## src/rtl/fetch_pkg.sv

```systemverilog
// Shared types and sizing for the instruction fetch stage.
package fetch_pkg;
  localparam int XLEN      = 32;
  localparam int BUF_DEPTH = 2;
  localparam int PTR_W     = $clog2(BUF_DEPTH);
  localparam int CNT_W     = $clog2(BUF_DEPTH + 1);

  typedef enum logic [1:0] {
    E_EMPTY = 2'd0,
    E_WAIT  = 2'd1,
    E_FULL  = 2'd2
  } entry_state_e;

  typedef struct packed {
    entry_state_e    state;
    logic [XLEN-1:0] pc;
    logic [31:0]     instr;
  } fetch_entry_t;
endpackage

```

## src/rtl/fetch_buffer.sv

```systemverilog
// Two-entry in-order ring of fetch slots. A slot is allocated (WAIT) when a
// read is accepted, filled (FULL) when its data returns, and freed on pop.
module fetch_buffer
  import fetch_pkg::*;
(
  input  logic             clk,
  input  logic             rst,
  input  logic             alloc_i,
  input  logic [XLEN-1:0]  alloc_pc_i,
  input  logic             fill_i,
  input  logic [31:0]      fill_data_i,
  input  logic             pop_i,
  input  logic             flush_i,
  output logic [CNT_W-1:0] occ_o,
  output logic [CNT_W-1:0] nwait_o,
  output logic             head_full_o,
  output logic [XLEN-1:0]  head_pc_o,
  output logic [31:0]      head_instr_o
);

  fetch_entry_t [BUF_DEPTH-1:0] ent_q, ent_d;
  logic [PTR_W-1:0]             head_q, head_d, tail_q, tail_d;
  logic                         fill_hit;
  logic [PTR_W-1:0]             fill_idx;

  assign head_full_o  = (ent_q[head_q].state == E_FULL);
  assign head_pc_o    = ent_q[head_q].pc;
  assign head_instr_o = ent_q[head_q].instr;

  // Responses return in order, so the first WAIT slot walking from head is the one being answered.
  always_comb begin
    fill_hit = 1'b0;
    fill_idx = head_q;
    for (int k = 0; k < BUF_DEPTH; k++) begin
      if (!fill_hit && ent_q[head_q + PTR_W'(k)].state == E_WAIT) begin
        fill_hit = 1'b1;
        fill_idx = head_q + PTR_W'(k);
      end
    end
  end

  // Occupancy and outstanding-read counts for the issue and drop logic.
  always_comb begin
    occ_o   = '0;
    nwait_o = '0;
    for (int k = 0; k < BUF_DEPTH; k++) begin
      if (ent_q[k].state != E_EMPTY) occ_o   = occ_o + CNT_W'(1);
      if (ent_q[k].state == E_WAIT)  nwait_o = nwait_o + CNT_W'(1);
    end
  end

  // Slot updates: pop frees head, fill completes a WAIT slot, alloc claims tail.
  // Alloc is applied last so a slot freed by pop can be reused in the same cycle.
  always_comb begin
    ent_d  = ent_q;
    head_d = head_q;
    tail_d = tail_q;
    if (flush_i) begin
      for (int k = 0; k < BUF_DEPTH; k++) ent_d[k].state = E_EMPTY;
      head_d = '0;
      tail_d = '0;
    end else begin
      if (pop_i) begin
        ent_d[head_q].state = E_EMPTY;
        head_d              = head_q + PTR_W'(1);
      end
      if (fill_i && fill_hit) begin
        ent_d[fill_idx].state = E_FULL;
        ent_d[fill_idx].instr = fill_data_i;
      end
      if (alloc_i) begin
        ent_d[tail_q].state = E_WAIT;
        ent_d[tail_q].pc    = alloc_pc_i;
        tail_d              = tail_q + PTR_W'(1);
      end
    end
  end

  // Ring state registers.
  always_ff @(posedge clk or negedge rst) begin
    if (!rst) begin
      ent_q  <= '0;
      head_q <= '0;
      tail_q <= '0;
    end else begin
      ent_q  <= ent_d;
      head_q <= head_d;
      tail_q <= tail_d;
    end
  end

endmodule

```

## src/rtl/fetch_stage.sv

```systemverilog
// Instruction fetch stage: issues reads at cur_pc, buffers returned words with
// their PCs, hands them to decode, and discards reads orphaned by a redirect.
module fetch_stage
  import fetch_pkg::*;
(
  input  logic            clk,
  input  logic            rst,
  input  logic [XLEN-1:0] cur_pc,
  output logic            Stop_en,
  input  logic            flush,
  output logic            imem_req_valid,
  output logic [XLEN-1:0] imem_req_addr,
  input  logic            imem_req_ready,
  input  logic            imem_rsp_valid,
  input  logic [31:0]     imem_rsp_data,
  output logic            id_valid,
  output logic [XLEN-1:0] id_pc,
  output logic [31:0]     id_instr,
  input  logic            id_ready
);

  logic [CNT_W-1:0] occ, nwait, drop_q, drop_d;
  logic             head_full, pop, accept, fill;
  logic [CNT_W:0]   inflight;

  // Decode never sees an instruction in the redirect cycle.
  assign id_valid = head_full & ~flush;
  assign pop      = id_valid & id_ready;

  // Slots that stay committed past this edge: live entries not leaving plus
  // reads still owed to us that will be thrown away.
  assign inflight       = {1'b0, occ} + {1'b0, drop_q} - {{CNT_W{1'b0}}, pop};
  assign imem_req_valid = rst & ~flush & (inflight < (CNT_W+1)'(BUF_DEPTH));
  assign imem_req_addr  = cur_pc;
  assign accept         = imem_req_valid & imem_req_ready;

  // PC holds unless a fetch is taken; during a redirect it must load the target.
  assign Stop_en = ~rst | (~flush & ~accept);

  // Responses owed to a squashed fetch never reach the buffer.
  assign fill = imem_rsp_valid & ~flush & (drop_q == '0);

  // Drop counter: on redirect every WAIT slot becomes a read to discard, less
  // one if its response lands in the redirect cycle itself.
  always_comb begin
    drop_d = drop_q;
    if (flush) begin
      drop_d = CNT_W'({1'b0, drop_q} + {1'b0, nwait} - {{CNT_W{1'b0}}, imem_rsp_valid});
    end else if (imem_rsp_valid && drop_q != '0) begin
      drop_d = drop_q - CNT_W'(1);
    end
  end

  // Drop counter register.
  always_ff @(posedge clk or negedge rst) begin
    if (!rst) drop_q <= '0;
    else      drop_q <= drop_d;
  end

  fetch_buffer u_buf (
    .clk          (clk),
    .rst          (rst),
    .alloc_i      (accept),
    .alloc_pc_i   (cur_pc),
    .fill_i       (fill),
    .fill_data_i  (imem_rsp_data),
    .pop_i        (pop),
    .flush_i      (flush),
    .occ_o        (occ),
    .nwait_o      (nwait),
    .head_full_o  (head_full),
    .head_pc_o    (id_pc),
    .head_instr_o (id_instr)
  );

  a_no_overcommit: assert property (@(posedge clk) disable iff (!rst)
    ({1'b0, occ} + {1'b0, drop_q}) <= (CNT_W+1)'(BUF_DEPTH));

  a_rsp_has_owner: assert property (@(posedge clk) disable iff (!rst)
    (imem_rsp_valid && !flush && drop_q == '0) |-> (nwait != '0));

endmodule

```

## config.mk

```make
export PLATFORM = sky130hd
export DESIGN_NAME = fetch_stage
export DESIGN_NICKNAME = d
export VERILOG_FILES = /design/src/rtl/fetch_pkg.sv /design/src/rtl/fetch_buffer.sv /design/src/rtl/fetch_stage.sv
export SDC_FILE = /design/constraint.sdc
export NUM_CORES = 1
export LEC_CHECK = 0
export CAP_MARGIN = 20
export CORE_AREA = 2 2 140 142
export DETAILED_ROUTE_END_ITERATION = 6
export DIE_AREA = 0 0 142 144
export GPL_ROUTABILITY_DRIVEN = 0
export GPL_TIMING_DRIVEN = 0
export HOLD_SLACK_MARGIN = 0.06
export SYNTH_ARGS = -nofsm -noshare
export SYNTH_HDL_FRONTEND = slang
export SYNTH_HIERARCHICAL = 1
export SYNTH_SLANG_ARGS = --single-unit
```

## constraint.sdc

```tcl
create_clock -name clk -period 11.37 [get_ports clk]
set_input_delay 3.411 -clock clk [delete_from_list [all_inputs] [get_ports clk]]
set_output_delay 3.411 -clock clk [all_outputs]
set_load 0.02 [all_outputs]
```

-- Word level (Yosys, flattened, before mapping)
Cells that the tools add are included.
- flip-flop bits (word level): 136
- word-level logic and storage cells: 96
- bits of input ports: 70
- eq/ne operators: 5
- reductions and logical operators: 14
- bitwise operators: 12
- $lt $le $gt $ge: 8
- multiplexer cells: 39
- $add $sub $neg: 9
- operators with widths (kind ; number):
    $bwmux W132 ; 5
    $mux W132 ; 5
    $mux W66 ; 7
    $demux W66 S1 ; 5
    $mux W64 ; 1
    $mux W32 ; 1
    $mux W2 ; 6
    $reduce_bool A2 Y1 ; 6
    $mux W1 ; 9
    $and A1 B1 Y1 ; 8
    $eq A2 B1 Y1 const B ; 4
    $lt A1 B2 Y1 const B ; 4
    $logic_and A1 B1 Y1 ; 6
    $add A1 B1 Y2 const B ; 2
    $add A2 B2 Y3 ; 1
    $ge A1 B1 Y1 const B ; 3
    $lt A3 B2 Y1 const B ; 1
    $not A1 Y1 ; 3
    $sub A3 B1 Y3 ; 1
    $add A1 B1 Y1 const B ; 2
    $add A2 B2 Y2 ; 1
    $eq A2 B2 Y1 const B ; 1
    $logic_not A2 Y1 ; 1
    $sub A2 B1 Y2 ; 1
    other kinds (3) ; 3

-- Longest topological paths before layout
- word-level depth: 19
- mapped depth: 17
- gate-level depth less buffers: 12

-- Hierarchy
The synthesis kept the hierarchy.
- modules (own cells, without submodules) (module ; cells each ; area an instance (um^2) ; seq. area each (um^2) ; times used):
    fetch_buffer ; 379 ; 6008.3 ; 3353.2 ; 1
    fetch_stage ; 64 ; 521.8 ; 50.0 ; 1

-- Least setup slack after synthesis
Ideal clock, no wire load.
- kind: input -> output
- start: input port flush
- end: output port Stop_en
- stages: 8
- data required time: 7.959 ns
- slack: 2.329 ns
- arrival: 5.630 ns
- path buffers: 0
- cell sequence: nor2b_1 > and2_1 > ha_1 > nand2b_1 > fa_1 > xor2_1 > and3_2 > o21ai_0
- longest elaborated chain between the ends: 10
- elaborated cells between the ends (all ways): 11
- classes of those cells: add/sub (1); order compare (1); bitwise (9)
- ends and longest elaborated chain (element ; line ; text):
    start, declared ; fetch_stage.sv:10 ; input logic flush,
    $not A1 Y1 ; fetch_stage.sv:27 ; assign id_valid = head_full & ~flush;
    $and A1 B1 Y1 ; fetch_stage.sv:27 ;
    $and A1 B1 Y1 ; fetch_stage.sv:28 ; assign pop = id_valid & id_ready;
    via pop ; fetch_stage.sv:23 ; logic head_full, pop, accept, fill;
    $sub A3 B1 Y3 ; fetch_stage.sv:32 ; assign inflight = {1'b0, occ} + {1'b0, drop_q} - {{CNT_W{1'b0}}, pop};
    $lt A3 B2 Y1 ; fetch_stage.sv:33 ; assign imem_req_valid = rst & ~flush & (inflight < (CNT_W+1)'(BUF_DEPTH));
    $and A1 B1 Y1 ; fetch_stage.sv:33 ;
    $and A1 B1 Y1 ; fetch_stage.sv:35 ; assign accept = imem_req_valid & imem_req_ready;
    $not A1 Y1 ; fetch_stage.sv:38 ; assign Stop_en = ~rst | (~flush & ~accept);
    $and A1 B1 Y1 ; fetch_stage.sv:38 ;
    $or A1 B1 Y1 ; fetch_stage.sv:38 ;
    end, declared ; fetch_stage.sv:9 ; output logic Stop_en,
The timed path passes the listed nets, and every way through them passes these cells.

-- Final worst setup path
Ends and elaborated chain as after synthesis.

==> metrics.md <==
| Metric | Value |
|---|---|
| Status | `finished clean` |
| Post-synth ARST share | `100%` |
| Floorplan Core Area | `19100 sq um` |
| Die Height | `144 um` |
| Max IR drop VDD | `0.101 mV` |
| Worst hold-check path type | `reg -> reg` |
| Reg2reg end | `u_buf/ent_q[46]$_DFFE_PN0P_` |
| Post-route insts no fill | `881` |
| Most common cell after layout, fill and taps aside | `clkdlybuf4s50_1` |
| Hold_buf cts | `0` |
| Syn Nets | `521` |
| Worst Skew | `0.00654 ns` |
| Final ANT Viol Nets | `0` |
| Reg2Reg Depth | `17` |
| Worst-margin pin slew | `0.702 ns` |
| Synth Area in Compound Gates | `1.19%` |
| Startpoint types | `input pin` |
| Sink Count | `136` |
| Cts bufs inserted | `17` |
| Post-synthesis mux area share | `34.8%` |
| Tmin final | `9.98 ns` |
| Inserted Diodes | `0` |
| WL per Instance | `17.2 um` |
| CTS tree | `yes` |
| #FFs+latches synth | `136` |
| Vias post-DR | `4088` |
| Setup violators final | `0` |
| Fin nets | `709` |
| Slew Limit Headroom | `53.2%` |
| First-pass GRT wire length | `24100 um` |
| Critical Path End | `Stop_en` |
| CTS root buf | `clkbuf_16` |
| # rows | `51` |
| Power Dens Cells | `175 nW/um^2` |
| Vias in the first global route | `4469` |
| DRT Wirelength | `15100 um` |
| Reg2Reg Setup Slack | `6.90 ns` |
| DRT iter0 DRCs | `118` |
| Part of the Yosys area used for sequential elements | `52.1%` |
| Final worst setup slack | `1.39 ns` |
| Post-synth EDFFs | `0` |
| Leakage | `4.40 nW` |
| # DRC | `0` |
| Share of layout cells above drive strength 1 | `42.1%` |
| Fin crit share | `87.8%` |
| Post-synthesis adder-cell area fraction | `1.65%` |
| Power Total | `1.59 mW` |
| Clk buf depth | `2` |
| Final hold viol count | `0` |
| Antenna violations before repair | `0` |
| Main synth FF type | `dfrtp_1` |
| Die width | `142 um` |
| Main combinational cell family by area after synthesis | `multiplexers` |
| Most frequent cells in the layout | `167 x clkdlybuf4s50_1, 155 x mux2_2, 136 x dfrtp_1, 32 x buf_4, 30 x mux2_4` |
| H-tree Lvls | `4` |
| Syn avg cell area | `14.7 sq um` |
| Hpwl dp | `10800 um` |
| Total GRT Usage | `15.4%` |
| Mapped Area | `6530 sq um` |
| Post-CTS setup buffers | `0` |
| Critical path launch point | `flush` |
| Cells after synthesis | `443` |
| Worst-Skew Late Latency | `0.42 ns` |
| Pre-antenna DRT Iters | `4` |
| Post-Synth XOR/XNOR Area | `0.805%` |
| Number of synthesis warnings | `6` |
| Synth-to-layout area growth | `39.7%` |
| Dpl ws | `1.39 ns` |
| Die area | `20400 sq um` |
| Largest net degree at the start of global routing | `77` |
| Port bufs | `168` |
| CP required | `7.96 ns` |
| Vias per cell | `4.64` |
| RSZ-0062 raised after global routing | `no` |
| Placed instance count | `850` |
| Critical R2R Launch | `u_buf/head_q$_DFFE_PN0P_` |
| Starting Density | `34.2%` |
| Max Slew Vio Count | `0` |
| Worst EP arrival | `6.57 ns` |
| Crit end category | `output pin` |
| IO Count | `169` |
| Worst-path maximum fanout | `13` |
| Share of the synthesized area in the top cell type | `52.1%` |
| Clock Pin Slew Worst Setup and Hold Paths | `0.06 ns` |
| WS Path Type | `in -> out` |
| GRT overflow | `0` |
| Unique masters post-synth | `38` |
| Achievable clock frequency | `0.100 GHz` |
| Largest cells by area after synthesis | `dfrtp_1 52%, mux2_2 27%, mux2_4 6.9%, buf_4 3.7%, ha_1 1.3%` |
| Hold Slack | `0.484 ns` |
| CTS resizes | `0` |
| Max-Cap Viols | `0` |
| Simple-gate area share of the yosys netlist | `3.01%` |
| Largest area contributor in the netlist | `dfrtp_1` |
-- cell usage after synthesis, types with 3 or more instances --
library cell,instances
mux2_2,155
inv_1,6
nand3_1,3
dfrtp_1,136
mux2_1,7
nor2_1,3
buf_4,32
ha_1,7
clkbuf_1,4
nand2b_1,4
xnor2_1,5
buf_12,3
mux2_4,30
o21ai_0,3
buf_2,13
nand2_1,4
-- per-stage QoR --
step,setup TNS [ns],util [%],cell area [sq um]
after CTS,0,47.8,9120
final,0,47.8,9120
after floorplan,0,-,6530
after detailed placement,0,44.8,8540
after global routing,0,47.8,9120
after global placement,-3.46,44.6,8510
-- layer usage --
metal / GRT usage, % / wire [um] / up-vias
li1: - / - / 1917
met1: 18.2 / 6470 / 2081
met2: 27.3 / 7920 / 75
met3: 4.14 / 533 / 15
met4: 4.95 / 199 / 0
met5: 0 / 0 / -
-- critical path, cell delays in order --
cell,delay (ns)
clkdlybuf4s50_1,0.75
nor2b_1,0.11
and2_1,0.22
ha_1,0.27
nand2b_1,0.16
fa_1,0.43
xor2_1,0.18
and3_2,0.21
o21ai_0,0.18
clkdlybuf4s50_1,0.64
-- sequential cells by signal, indices dropped and copies added (netlist names) --
name / flops
drop_q: 2
u_buf/head_q: 1
u_buf/ent_q: 132
u_buf/tail_q: 1
-- worst min path at each step --
| stage | start | endpoint | slack, ns | cells after the start |
|---|---|---|---|---|
| final | u_buf/ent_q[60]$_DFFE_PN0P_ | u_buf/ent_q[60]$_DFFE_PN0P_ | 0.48 | 1 |
| after global routing | u_buf/ent_q[55]$_DFFE_PN0P_ | u_buf/ent_q[55]$_DFFE_PN0P_ | 0.51 | 1 |
| after CTS | u_buf/ent_q[60]$_DFFE_PN0P_ | u_buf/ent_q[60]$_DFFE_PN0P_ | 0.49 | 1 |
| after detailed placement | u_buf/ent_q[60]$_DFFE_PN0P_ | u_buf/ent_q[60]$_DFFE_PN0P_ | 0.47 | 1 |
| after global placement | u_buf/ent_q[60]$_DFFE_PN0P_ | u_buf/ent_q[60]$_DFFE_PN0P_ | 0.47 | 1 |
| after floorplan | u_buf/ent_q[54]$_DFFE_PN0P_ | u_buf/ent_q[54]$_DFFE_PN0P_ | 0.45 | 1 |
-- report_power, final --
group          total [mW]  internal (mW)  leakage, nW  switching (mW)
Sequential          0.591          0.556         1.86          0.0347
Combinational       0.457          0.254         2.25           0.202
Clock               0.544          0.343        0.285           0.201
-- cell type report --
| type | count | area (sq um) |
|---|---|---|
| Timing Repair Buffer | 169 | 1710 |
| Buffer | 53 | 392 |
| Clock buffer | 23 | 488 |
| Sequential cell | 136 | 3400 |
| Clock inverter | 8 | 95.1 |
| Tap cell | 238 | 298 |
| Multi-Input combinational cell | 247 | 2710 |
| Fill cell | 1680 | 9960 |
| Inverter | 7 | 26.3 |
-- kinds of logic after synthesis --
group                    after synthesis
adder cells (fa/ha/maj)                8
AO/OA/AOI/OAI                         11
buffers and inverters                 60
AND/OR/NAND/NOR                       30
multiplexers                         192
XOR/XNOR                               6
flip-flops                           136
Note: power is estimated with default switching activity, not from simulation.
